File: src/rtl/timer_pkg.sv
// Shared state and mode encodings for the minutes:seconds timer.
package timer_pkg;

  typedef enum logic [1:0] {
    IDLE = 2'd0,
    SET  = 2'd1,
    RUN  = 2'd2,
    DONE = 2'd3
  } timer_state_t;

  localparam logic MODE_UP   = 1'b0;
  localparam logic MODE_DOWN = 1'b1;

endpackage

File: src/rtl/mod_counter.sv
// Modulo-MOD up/down counter with synchronous load and a terminal-value flag.
module mod_counter #(
  parameter int W   = 6,
  parameter int MOD = 60
) (
  input  logic         clk,
  input  logic         reset_n,
  input  logic         en,
  input  logic         up,
  input  logic         load,
  input  logic [W-1:0] load_val,
  output logic [W-1:0] q,
  output logic         wrap
);

  localparam logic [W-1:0] MAX = W'(MOD - 1);

  assign wrap = up ? (q == MAX) : (q == '0);

  always_ff @(posedge clk or negedge reset_n) begin
    if (!reset_n) begin
      q <= '0;
    end else if (load) begin
      q <= load_val;
    end else if (en) begin
      if (up) q <= (q == MAX) ? '0 : q + 1'b1;
      else    q <= (q == '0) ? MAX : q - 1'b1;
    end
  end

endmodule

File: src/rtl/timer_mmss.sv
// Minutes:seconds stopwatch/countdown with editable presets and a finish flag.
module timer_mmss
  import timer_pkg::*;
#(
  parameter int W       = 6,
  parameter int SEC_MOD = 60,
  parameter int MIN_MOD = 60
) (
  input  logic         clk,
  input  logic         reset_n,
  input  logic         tick,
  input  logic         enable,
  input  logic         mode,
  input  logic         set,
  input  logic         inc_sec,
  input  logic         inc_min,
  input  logic         start,
  input  logic         clear,
  output logic [W-1:0] sec,
  output logic [W-1:0] min,
  output logic         running,
  output logic         finish,
  output logic         finish_pulse
);

  if (SEC_MOD > (2 ** W) || MIN_MOD > (2 ** W)) begin : g_width_check
    $error("timer_mmss: SEC_MOD/MIN_MOD exceed 2**W");
  end

  localparam logic [W-1:0] SEC_MAX = W'(SEC_MOD - 1);
  localparam logic [W-1:0] MIN_MAX = W'(MIN_MOD - 1);

  timer_state_t state, state_nxt;
  logic [W-1:0] pre_sec, pre_min, pre_sec_nxt, pre_min_nxt;
  logic [1:0]   inc_sec_d, inc_min_d;
  logic         sec_edge, min_edge;
  logic         cnt_up, cnt_en, cnt_load, sec_wrap, min_wrap, fpulse_nxt;
  logic [W-1:0] load_sec, load_min;

  // Two-stage edge register: the edge is seen one cycle after the input rises.
  always_ff @(posedge clk or negedge reset_n) begin
    if (!reset_n) begin
      inc_sec_d <= '0;
      inc_min_d <= '0;
    end else begin
      inc_sec_d <= {inc_sec_d[0], inc_sec};
      inc_min_d <= {inc_min_d[0], inc_min};
    end
  end

  assign sec_edge = inc_sec_d[0] & ~inc_sec_d[1];
  assign min_edge = inc_min_d[0] & ~inc_min_d[1];

  always_comb begin
    pre_sec_nxt = pre_sec;
    pre_min_nxt = pre_min;
    if (state == SET && !clear) begin
      if (sec_edge) pre_sec_nxt = (pre_sec == SEC_MAX) ? '0 : pre_sec + 1'b1;
      if (min_edge) pre_min_nxt = (pre_min == MIN_MAX) ? '0 : pre_min + 1'b1;
    end
  end

  always_ff @(posedge clk or negedge reset_n) begin
    if (!reset_n) begin
      pre_sec <= '0;
      pre_min <= '0;
    end else begin
      pre_sec <= pre_sec_nxt;
      pre_min <= pre_min_nxt;
    end
  end

  assign cnt_up = (mode == MODE_UP);

  always_comb begin
    state_nxt = state;
    cnt_en    = 1'b0;
    cnt_load  = 1'b0;
    load_sec  = pre_sec_nxt;
    load_min  = pre_min_nxt;
    if (clear) begin
      state_nxt = IDLE;
      cnt_load  = 1'b1;
      if (cnt_up) begin
        load_sec = '0;
        load_min = '0;
      end
    end else begin
      unique case (state)
        IDLE: begin
          if (set) begin
            state_nxt = SET;
            cnt_load  = 1'b1;
          end else if (start && enable) begin
            cnt_load = 1'b1;
            if (cnt_up) begin
              state_nxt = RUN;
              load_sec  = '0;
              load_min  = '0;
            end else if (pre_sec != '0 || pre_min != '0) begin
              state_nxt = RUN;
            end else begin
              state_nxt = DONE;
            end
          end
        end
        SET: begin
          cnt_load = 1'b1;
          if (!set) begin
            state_nxt = IDLE;
            if (cnt_up) begin
              load_sec = '0;
              load_min = '0;
            end
          end
        end
        RUN: begin
          // Both fields at their terminal value: saturate (up) or already 0:00 (down).
          if (tick && enable) begin
            if (sec_wrap && min_wrap) begin
              state_nxt = DONE;
            end else begin
              cnt_en = 1'b1;
              if (!cnt_up && min_wrap && sec == W'(1)) state_nxt = DONE;
            end
          end
        end
        DONE: state_nxt = DONE;
        default: state_nxt = IDLE;
      endcase
    end
  end

  assign fpulse_nxt = (state_nxt == DONE) && (state != DONE);

  always_ff @(posedge clk or negedge reset_n) begin
    if (!reset_n) begin
      state        <= IDLE;
      finish_pulse <= 1'b0;
    end else begin
      state        <= state_nxt;
      finish_pulse <= fpulse_nxt;
    end
  end

  assign running = (state == RUN);
  assign finish  = (state == DONE);

  mod_counter #(.W(W), .MOD(SEC_MOD)) u_sec (
    .clk      (clk),
    .reset_n  (reset_n),
    .en       (cnt_en),
    .up       (cnt_up),
    .load     (cnt_load),
    .load_val (load_sec),
    .q        (sec),
    .wrap     (sec_wrap)
  );

  mod_counter #(.W(W), .MOD(MIN_MOD)) u_min (
    .clk      (clk),
    .reset_n  (reset_n),
    .en       (cnt_en & sec_wrap),
    .up       (cnt_up),
    .load     (cnt_load),
    .load_val (load_min),
    .q        (min),
    .wrap     (min_wrap)
  );

endmodule

File: config.mk
export PLATFORM = sky130hd
export DESIGN_NAME = timer_mmss
export DESIGN_NICKNAME = d
export VERILOG_FILES = /design/src/rtl/timer_pkg.sv /design/src/rtl/mod_counter.sv /design/src/rtl/timer_mmss.sv
export SDC_FILE = /design/constraint.sdc
export NUM_CORES = 1
export LEC_CHECK = 0
export ABC_AREA = 1
export BUFFER_PORTS_ARGS = -buffer_cell sky130_fd_sc_hd__buf_2
export CORE_MARGIN = 2
export CORE_UTILIZATION = 30
export DETAILED_ROUTE_END_ITERATION = 8
export PLACE_DENSITY = 0.54
export SLEW_MARGIN = 20
export SYNTH_ARGS = -nofsm -noshare
export SYNTH_HDL_FRONTEND = slang
export SYNTH_SLANG_ARGS = --single-unit
File: constraint.sdc
create_clock -name clk -period 1.95 [get_ports clk]
set_clock_uncertainty 0.1 [all_clocks]
set_input_delay 0.0975 -clock clk [delete_from_list [all_inputs] [get_ports clk]]
set_output_delay 0.0975 -clock clk [all_outputs]
set_load 0.02 [all_outputs]
==> results.txt <==
cell mode on critical path - nand2_1
number of nets in the layout - 414
antenna cells - 0
Site Rows - 33
VDD IR-drop max - 0.000366 V
Initial Utilization - 30.7%
crit end category - flip-flop
outcome - finished clean
Ports - 25
Setup-failing EPs final - 0
Seq/Total Area, Yosys - 30.9%
GP Congestion - 0.862
crit share post-route - 89.8%
initial antenna violation count - 0
GRT Overall Usage - 14.9%
Synth area leaders - dfrtp_1, nand2_1, nand3_1
Critical Path, Cell by Cell - ha_1 > nand2_1 > inv_1 > nand4_1 > nand2_1 > nand3_2 > nand2_4 > nand2_1 > nor2_1 > nor2_1
largest net degree at the start of global routing - 32
Startpoint Class - flip-flop
min-delay worst type - input port to flip-flop
Worst-Skew Late Latency - 0.28 ns
Stages on worst setup path - 10
first-pass iteration count of the detailed router - 4
FF-to-FF End - u_min.q[4]$_DFFE_PN0P_
post-synthesis cell area - 2510 µm²
Hold Fails Final Rpt - 0
syn nets - 383
max-cap viol count - 0
DRC - 0
Sw Ratio - 48.9%
Worst-Margin Slew - 0.733 ns
port buffer count - 24
grt ovf - 0
Clk network pwr share - 14.5%
via/cell ratio - 4.72
Comb pwr share - 49.1%
final number of max-transition violations - 0
post-DP HPWL - 4870 µm
share of layout cells above drive strength 1 - 18.3%
WP data arrival - 1.82 ns
Netlist cell types - 32
Fillers - 913
Tmin final - 1.75 ns
area grow syn2layout - 13.8%
Synth area leader - dfrtp_1
first-pass GRT wire length - 10700 µm
Mapped Cells - 362
fin util - 34.9%
FMAX - 571 MHz
vias - 2357
CTS clk-pin slew, worst paths - 0.07 ns
CTS Buffer Depth - 2
area fraction of the dominant cell type after synthesis - 30.9%
area of the core - 8180 µm²
Psw - 1.65 mW
post-synthesis register bit count - 31
CP max FO - 10
slowest stage delay, CP - 0.46 ns
Worst Setup EP - u_min.q[4]$_DFFE_PN0P_
DIE WIDTH - 95.5 µm
Critical Setup Path Class - flip-flop to flip-flop
syn_area_per_cell - 6.93 µm²
crit path launch - u_sec.q[0]$_DFFE_PN0P_
post-route ant nets - 0
Root Buffer - clkbuf_8
RSZ-0062 raised after global routing - no
Seq pwr share - 36.4%
critical path's slowest cell - dfrtp_1
Pleak - 1.48 nW
Slew headroom - 51.2%
CTS tree - built
Top delay family on crit path - simple AND/OR/NAND/NOR gates
DR WL/cell - 12.5 µm
drt initial violations - 100
CTS Buf Count - 5
Int Power - 1.73 mW
H-tree levels - 2
Critical R2R Launch - u_sec.q[0]$_DFFE_PN0P_
Total Wirelength - 6240 µm
die area - 9110 µm²
Sum Neg Setup Slack - 0 ns
CP Buf/Inv Count - 1
YS warnings - 0
PwrDens - 1180 nW/µm²
Reg2Reg Depth - 10
vias in the first global route - 2262
CTS sink count - 31
internal reg-to-reg setup slack - 0.20 ns
CP required - 2.02 ns
Die Ht - 95.5 µm
layer usage:
layer | wire length, µm | global-route usage [%] | vias up
met3 | 229 | 2.37 | 6
met2 | 2930 | 24.6 | 42
li1 | - | - | 1221
met1 | 3030 | 20.5 | 1088
met4 | 63 | 3.33 | 0
met5 | 0 | 0 | -
cells in the mapped netlist, drive strengths merged:
| cell | number |
|---|---|
| a21boi | 1 |
| a21oi | 5 |
| a31oi | 1 |
| and3 | 2 |
| buf | 6 |
| dfrtp | 31 |
| ha | 11 |
| inv | 50 |
| nand2 | 115 |
| nand3 | 42 |
| nand3b | 3 |
| nand4 | 14 |
| nor2 | 45 |
| nor3 | 4 |
| o21ai | 20 |
| o22ai | 2 |
| xnor2 | 6 |
| xor2 | 4 |
state kept, by name, indices dropped and copies added, names as in the netlist:
name,count
finish_pulse,1
inc_min_d,2
inc_sec_d,2
pre_min,6
pre_sec,6
state,2
u_min.q,6
u_sec.q,6
logic make-up after synthesis:
group | Yosys count | synth area share (%)
adders and majority gates | 11 | 5.48
xor gates and xnor gates | 10 | 3.49
AOI/OAI and AO/OA | 29 | 7.53
buffers and inverters | 56 | 9.02
DFF | 31 | 30.9
and+or+nand+nor | 225 | 43.6
cells in the final DEF, fill, tap and decap left out, drive strengths merged, types with 6 or more instances in the layout:
master | Yosys | layout
nor2 | 45 | 45
nand3 | 42 | 42
ha | 11 | 11
clkbuf | 0 | 7
nand2 | 115 | 115
buf | 6 | 27
nand4 | 14 | 14
inv | 50 | 50
o21ai | 20 | 20
xnor2 | 6 | 6
dfrtp | 31 | 31
cell type report:
cell class	count	area (µm²)	share of cell area, %
repair buffers	30	173	6.04
inverters	50	188	6.57
multi-input cells	275	1510	52.8
clock inverters	1	5.00	0.175
clock buffers	7	76.3	2.67
well taps	105	131	4.60
flip-flops and latches	31	776	27.2
through the flow:
step,power (mW),instances,area [µm²],setup slack [ns],hold WS [ns]
after detailed placement,2.90,488,2750,0.169,0.109
after floorplan,2.43,362,2510,0.242,-0.298
final,3.38,499,2860,0.200,0.0695
after global routing,3.74,499,2860,0.0399,0.0858
after CTS,3.42,499,2860,0.159,0.0618
after global placement,2.88,488,2750,0.197,0.108
worst min path at each step:
stage                              to  startpoint  slack (ns)  cells after the start
3_3_place_gp     pre_sec[3]$_DFF_PN0_     reset_n        0.11                      1
6_report           state[1]$_DFF_PN0_       clear        0.07                      2
2_1_floorplan  finish_pulse$_DFF_PN0_     reset_n       -0.30                      0
5_1_grt            state[1]$_DFF_PN0_       clear        0.09                      2
4_1_cts            state[1]$_DFF_PN0_       clear        0.06                      2
3_5_place_dp     pre_sec[3]$_DFF_PN0_     reset_n        0.11                      1
timing repair:
item,in CTS,in global routing
endpoints found under the hold margin,33,0
gates resized for setup,0,1
hold buffers,3,0
setup buffers,0,0
setup endpoints to repair,0,6
power groups by stage:
stage / logic [mW] / clock network (mW) / registers, mW
floorplan: 1.23 / 0 / 1.21
global placement: 1.64 / 0 / 1.24
detailed placement: 1.66 / 0 / 1.24
CTS: 1.68 / 0.514 / 1.23
global route: 1.92 / 0.540 / 1.28
finish: 1.66 / 0.490 / 1.23
(Power assumes the default switching activity.)
